### src/rtl/mips_lite_pkg.sv
// Shared definitions for the mips_lite data-memory path: default widths,
// the access-timeout counter width and the controller state encoding.
package mips_lite_pkg;

    localparam int DATA_W_DEF = 8;
    localparam int ADDR_W_DEF = 8;

    // Width of the ACCESS-cycle counter inside dmem_timeout.
    localparam int COUNT_W = 4;

    typedef enum logic [1:0] {
        ST_IDLE   = 2'd0,
        ST_ACCESS = 2'd1,
        ST_DONE   = 2'd2
    } dmem_state_e;

endpackage

### src/rtl/dmem_timeout.sv
// ACCESS-cycle watchdog. The count holds the number of ACCESS cycles
// already completed, so expired is raised during the TIMEOUT_CYC-th cycle.
// The ack check in the controller takes priority over expired.
module dmem_timeout
    import mips_lite_pkg::*;
#(
    parameter int TIMEOUT_CYC = 15
) (
    input  logic clk,
    input  logic rst_n,
    input  logic clear,
    input  logic enable,
    output logic expired
);

    localparam logic [COUNT_W-1:0] LAST_CNT = COUNT_W'(TIMEOUT_CYC - 1);

    logic [COUNT_W-1:0] count_reg;

    // Count ACCESS cycles; saturate at the last value so the count never wraps.
    always_ff @(posedge clk or negedge rst_n) begin
        if (!rst_n) begin
            count_reg <= '0;
        end else if (clear) begin
            count_reg <= '0;
        end else if (enable && (count_reg != LAST_CNT)) begin
            count_reg <= count_reg + 1'b1;
        end
    end

    assign expired = enable && (count_reg == LAST_CNT);

endmodule

### src/rtl/dmem_ctrl.sv
// Data-memory access controller: turns the CPU's level load/store request
// into a held memory request, stalls the pipeline while it is pending,
// captures load data and aborts accesses that are never acknowledged.
module dmem_ctrl
    import mips_lite_pkg::*;
#(
    parameter int DATA_W      = DATA_W_DEF,
    parameter int ADDR_W      = ADDR_W_DEF,
    parameter int TIMEOUT_CYC = 15
) (
    input  logic              clk,
    input  logic              rst_n,
    input  logic              mem_read,
    input  logic              mem_write,
    input  logic [ADDR_W-1:0] alu_addr,
    input  logic [DATA_W-1:0] store_data,
    output logic [DATA_W-1:0] from_DMem,
    output logic              stall,
    output logic              done,
    output logic              bus_err,
    output logic              dmem_req,
    output logic              dmem_we,
    output logic [ADDR_W-1:0] dmem_addr,
    output logic [DATA_W-1:0] dmem_wdata,
    input  logic              dmem_ack,
    input  logic [DATA_W-1:0] dmem_rdata
);

    dmem_state_e       state_reg, state_next;
    logic              op_we_reg;
    logic [ADDR_W-1:0] addr_reg;
    logic [DATA_W-1:0] wdata_reg;
    logic [DATA_W-1:0] rdata_reg;
    logic              err_reg;
    logic              req_present;
    logic              start_access;
    logic              in_access;
    logic              expired;

    assign req_present  = mem_read | mem_write;
    assign start_access = (state_reg == ST_IDLE) && req_present;
    assign in_access    = (state_reg == ST_ACCESS);

    dmem_timeout #(
        .TIMEOUT_CYC (TIMEOUT_CYC)
    ) u_timeout (
        .clk     (clk),
        .rst_n   (rst_n),
        .clear   (start_access),
        .enable  (in_access),
        .expired (expired)
    );

    // State register.
    always_ff @(posedge clk or negedge rst_n) begin
        if (!rst_n) begin
            state_reg <= ST_IDLE;
        end else begin
            state_reg <= state_next;
        end
    end

    // Next state: DONE always lasts one cycle and ignores any request.
    always_comb begin
        state_next = state_reg;
        case (state_reg)
            ST_IDLE:   if (req_present) state_next = ST_ACCESS;
            ST_ACCESS: if (dmem_ack || expired) state_next = ST_DONE;
            ST_DONE:   state_next = ST_IDLE;
            default:   state_next = ST_IDLE;
        endcase
    end

    // Outputs decoded from state; stall is also held low during reset.
    always_comb begin
        dmem_req = (state_reg == ST_ACCESS);
        done     = (state_reg == ST_DONE);
        stall    = rst_n && (start_access || in_access);
    end

    // Request latch, load-data capture and sticky error flag.
    always_ff @(posedge clk or negedge rst_n) begin
        if (!rst_n) begin
            op_we_reg <= 1'b0;
            addr_reg  <= '0;
            wdata_reg <= '0;
            rdata_reg <= '0;
            err_reg   <= 1'b0;
        end else if (start_access) begin
            // A simultaneous load and store performs the store and flags it.
            op_we_reg <= mem_write;
            addr_reg  <= alu_addr;
            wdata_reg <= store_data;
            if (mem_read && mem_write) begin
                err_reg <= 1'b1;
            end
        end else if (in_access) begin
            if (dmem_ack) begin
                if (!op_we_reg) begin
                    rdata_reg <= dmem_rdata;
                end
            end else if (expired) begin
                err_reg <= 1'b1;
                if (!op_we_reg) begin
                    rdata_reg <= '1;
                end
            end
        end
    end

    assign dmem_we    = op_we_reg;
    assign dmem_addr  = addr_reg;
    assign dmem_wdata = wdata_reg;
    assign from_DMem  = rdata_reg;
    assign bus_err    = err_reg;

endmodule

### config.mk
export PLATFORM = sky130hd
export DESIGN_NAME = dmem_ctrl
export DESIGN_NICKNAME = d
export VERILOG_FILES = /design/src/rtl/mips_lite_pkg.sv /design/src/rtl/dmem_timeout.sv /design/src/rtl/dmem_ctrl.sv
export SDC_FILE = /design/constraint.sdc
export NUM_CORES = 1
export LEC_CHECK = 0
export BUFFER_PORTS_ARGS = -buffer_cell sky130_fd_sc_hd__buf_2
export CAP_MARGIN = 20
export CORE_ASPECT_RATIO = 0.5
export CORE_MARGIN = 5
export CORE_UTILIZATION = 36
export DETAILED_ROUTE_END_ITERATION = 10
export GPL_TIMING_DRIVEN = 0
export HOLD_SLACK_MARGIN = 0.03
export PLACE_DENSITY = 0.74
export SLEW_MARGIN = 20
export SYNTH_ARGS = -nofsm -noshare
export SYNTH_HDL_FRONTEND = slang
export SYNTH_SLANG_ARGS = --single-unit
### constraint.sdc
create_clock -name clk -period 1.35 [get_ports clk]
set_input_delay 0.135 -clock clk [delete_from_list [all_inputs] [get_ports clk]]
set_output_delay 0.135 -clock clk [all_outputs]
set_load 0.02 [all_outputs]
==> impl_summary.md <==
Cells and area
Leaving out fill and tap cells, the most frequent cell in the layout is buf_2. The total inserted antenna cells is 0. The area growth from synthesis to layout is 51.33%. At the end of the flow, the number of nets in the layout was between 200 and 250. Of the cells placed in the final design, the portion with a size suffix greater than 1 is about two thirds. The library cells used most frequently in the layout, excluding fill and tap cells, are buf_2 (55), dfrtp_1 (31), mux2_4 (16), nor2_1 (12).

CTS
The clock tree root driver cell is clkbuf_8. The clock insertion delay at the later pin of the skew report is 0.29 ns. The register clock-pin slew on the reported worst setup and hold paths is ~0.070 ns. The clock net in this run drives a total of 32 sinks. The deepest clock path buffer count is 2.

TritonCTS built the clock tree. TritonCTS created 5 clock buffers. The H-tree was split into 2 levels.

Die
The die footprint is roughly 5400 um2. The initial core utilization is between 30% and 40%. The overall die height is ~54 um.

The die is roughly 99 um wide. The core area is between 3000 and 4000 um2. The I/O pin count is 58.

In this run the core area contains 16 standard-cell rows.

Synthesis
Counting every instance in the synthesized netlist gives roughly 110. In the synthesized netlist the dominant register cell turns out to be dfrtp_1. The Yosys step of the flow raised 0 warnings. The share of flip-flops with an asynchronous set or reset is 100.0%. The synthesized design contains 32 register bits. Summing the sequential cell areas from Yosys gives a little under three fifths of the chip area. The average instance in the mapped netlist occupies ~13 um2.

The number of distinct library cells after synthesis is 28. The number of enable flip-flop cells after synthesis is 0. When the netlist entered floorplanning its net count stood at ~140. The total standard cell area after synthesis is approximately 1400 um2.

Global routing
The initial antenna violation count is 0. Entering global routing, the biggest net connects 34 pins. The global-route wire length before repair is between 5000 and 6000 um.

The via count of the first global-routing pass is ~1,200. The global-route usage over all layers is between 10% and 20%. The overall overflow remaining after global route is 0.

STA
Setup repair after global routing could not meet its margin everywhere. Setup violations remaining at the end of the flow were counted as 14. The final-layout setup total negative slack is -0.1870 ns.

Across all hold checks on the routed design, the worst slack comes to -0.08448 ns. Timing would allow up to between 700 and 800 MHz. The final-report max-slew violation count is 0. The worst path uses 103.8% of the clock period. After layout, the worst setup slack is -0.05174 ns.

The number of hold violations in the final report was 32. The slew of the pin with the lowest slew margin is ~0.76 ns. The post-route minimum period is between 1 and 1.5 ns. The worst pin sits at a relative slew slack of a little under 50%. The worst clock skew on the final layout is around 0.0033 ns.

Place
The count of buffers inserted at the top-level ports is 57. The half-perimeter wire length of the detailed placement result is between 2000 and 2500 um. The pre-CTS setup slack is -0.1347 ns. The congestion estimate from routability-driven global placement came to a little over 0.7.

Pwr
Summed over all cells, the static leakage comes to about 1 nW. Internal power comes to 3.407 mW. The power spent charging and discharging nets is around 2.1 mW.

Combinational logic is responsible for 52.4% of the overall power. The share of power burned in registers is ~30%. The power density over the cells is around 2600 nW/um2. The clock network accounts for 17.0% of the total power. The peak supply drop is 1.003 mV. The switching share of total power is between 30% and 40%.

Critical path
Along the worst path, the maximum fanout reaches 4. In this design, the largest share of critical-path delay is due to flip-flops. The number of buffers and inverters on the critical path is 1.

STA classifies the critical path startpoint as a register. On the critical path, the stage with the largest delay is an instance of dfrtp_1. The delay of the slowest cell on the worst path is roughly 0.43 ns. The worst setup path is captured at an output pin. At the worst endpoint, the required time is 1.22 ns. STA puts the critical path data arrival time at 1.27 ns. Traced cell by cell, the critical path runs through nor2_4, o21ai_4, a21boi_2, buf_6. The worst setup path is of the register to output pin kind.

Run
Across the run, the number of max-cap violations was 0.

Routing
The detailed router placed 1,130 vias in this run. The detailed-route wire length per cell is ~16 um. The first detailed-routing pass took 4 iterations. In this run the remaining antenna-violating nets after routing total 0. After detailed routing, the number of vias per cell comes to approximately 4.8. The DRC marker count from the first detailed-route iteration is 36.

For this run, design rule violations remaining after detail routing come to 0. The total detailed-routing wirelength is 3694 um.

Run status
The checks that failed: negative hold slack, negative setup slack. The flow ran to the end, but the final reports show violations.

Hold path
The kind of path behind the tightest hold check is input pin to asynchronous set/reset pin.
==> area by class of cell <==
cell class,instances,area (um2)
tap,54,67.56
inverter,2,11.26
multi-input combinational,67,709.4
timing repair buffer,69,411.6
clock inverter,3,42.54
clock buffer,5,68.82
buffer,2,26.28
fill,328,1704
sequential,32,802.0
==> power by group through the flow <==
stage / clock network, mW / registers, mW / logic (mW)
finish: 0.940 / 1.69 / 2.90
global route: 1.00 / 1.75 / 3.10
detailed placement: 0 / 1.66 / 2.17
CTS: 0.951 / 1.68 / 2.74
floorplan: 0 / 2.12 / 1.02
global placement: 0 / 1.64 / 2.13
==> path summary, 6_finish.rpt <==
| check | start | endpoint | slack (ns) | cells past startpoint |
|---|---|---|---|---|
| min | rst_n | dmem_addr[4] | -0.08 | 1 |
| max | state_reg[1] | stall | -0.05 | 4 |
| max reg2reg | state_reg[1] | dmem_addr[1] | -0.02 | 4 |
| max in group asynchronous | rst_n | state_reg[0] | 0.91 | 1 |
| min in group clk | alu_addr[5] | dmem_addr[5] | 0.08 | 2 |
| min reg2reg | dmem_wdata[3] | dmem_wdata[3] | 0.51 | 1 |
==> worst register-to-register path: stages (launching register included) <==
cell,delay (ns)
dfrtp_1,0.43
nor2_4,0.19
o21a_4,0.18
buf_8,0.15
mux2_4,0.31
==> metrics by stage <==
stage | cell area (um2) | power, mW | cells | utilization, %
final | 2140 | 5.528 | 234 | 55.66
after global routing | 2140 | 5.849 | 234 | 55.66
after CTS | 2078 | 5.368 | 231 | 54.07
after detailed placement | 1783 | 3.831 | 217 | 46.39
after global placement | 1783 | 3.763 | 217 | 46.39
after floorplan | 1430 | 3.140 | 106 | -
==> layer usage <==
metal  GRT usage (%)  vias up  part of all wire (%)
met3           4.326        4                   5.4
met2           24.05       32                    52
met4           3.401        0                  0.46
met5               0        -                     0
met1           16.89      565                    42
li1                -      529                     -
==> cells by family (layout without fill, tap and decap cells) <==
| logic type | Yosys count | after routing | synth area share [%] |
|---|---|---|---|
| flip-flops | 32 | 32 | 56.64 |
| AND/OR/NAND/NOR | 28 | 28 | 10.62 |
| AO/OA/AOI/OAI | 21 | 21 | 14.78 |
| multiplexers | 16 | 16 | 12.74 |
| buffers and inverters | 7 | 81 | 3.451 |
| adder cells (fa/ha/maj) | 2 | 2 | 1.770 |
==> cell usage after synthesis, types with 2 or more instances <==
master / n / area, um2
a21oi_1: 3 / 15.01
a2bb2oi_2: 8 / 120.1
a31o_2: 2 / 17.52
buf_4: 2 / 15.01
buf_6: 2 / 22.52
dfrtp_1: 32 / 800.8
ha_1: 2 / 25.02
inv_1: 2 / 7.510
mux2_2: 16 / 180.2
nand2_1: 2 / 7.510
nand3_1: 3 / 15.01
nor2_1: 13 / 48.80
nor3_1: 2 / 10.01
o21ai_0: 3 / 15.01
==> what timing repair did <==
item / 4_1_cts / 5_1_grt
setup endpoints to repair: 27 / 28
gates resized for setup: 34 / 9
pin swaps: 11 / 5
endpoints found under the hold margin: 32 / 32
setup buffers: 8 / 3
cloned: 1 / 0
Note: power is estimated with default switching activity, not from simulation.
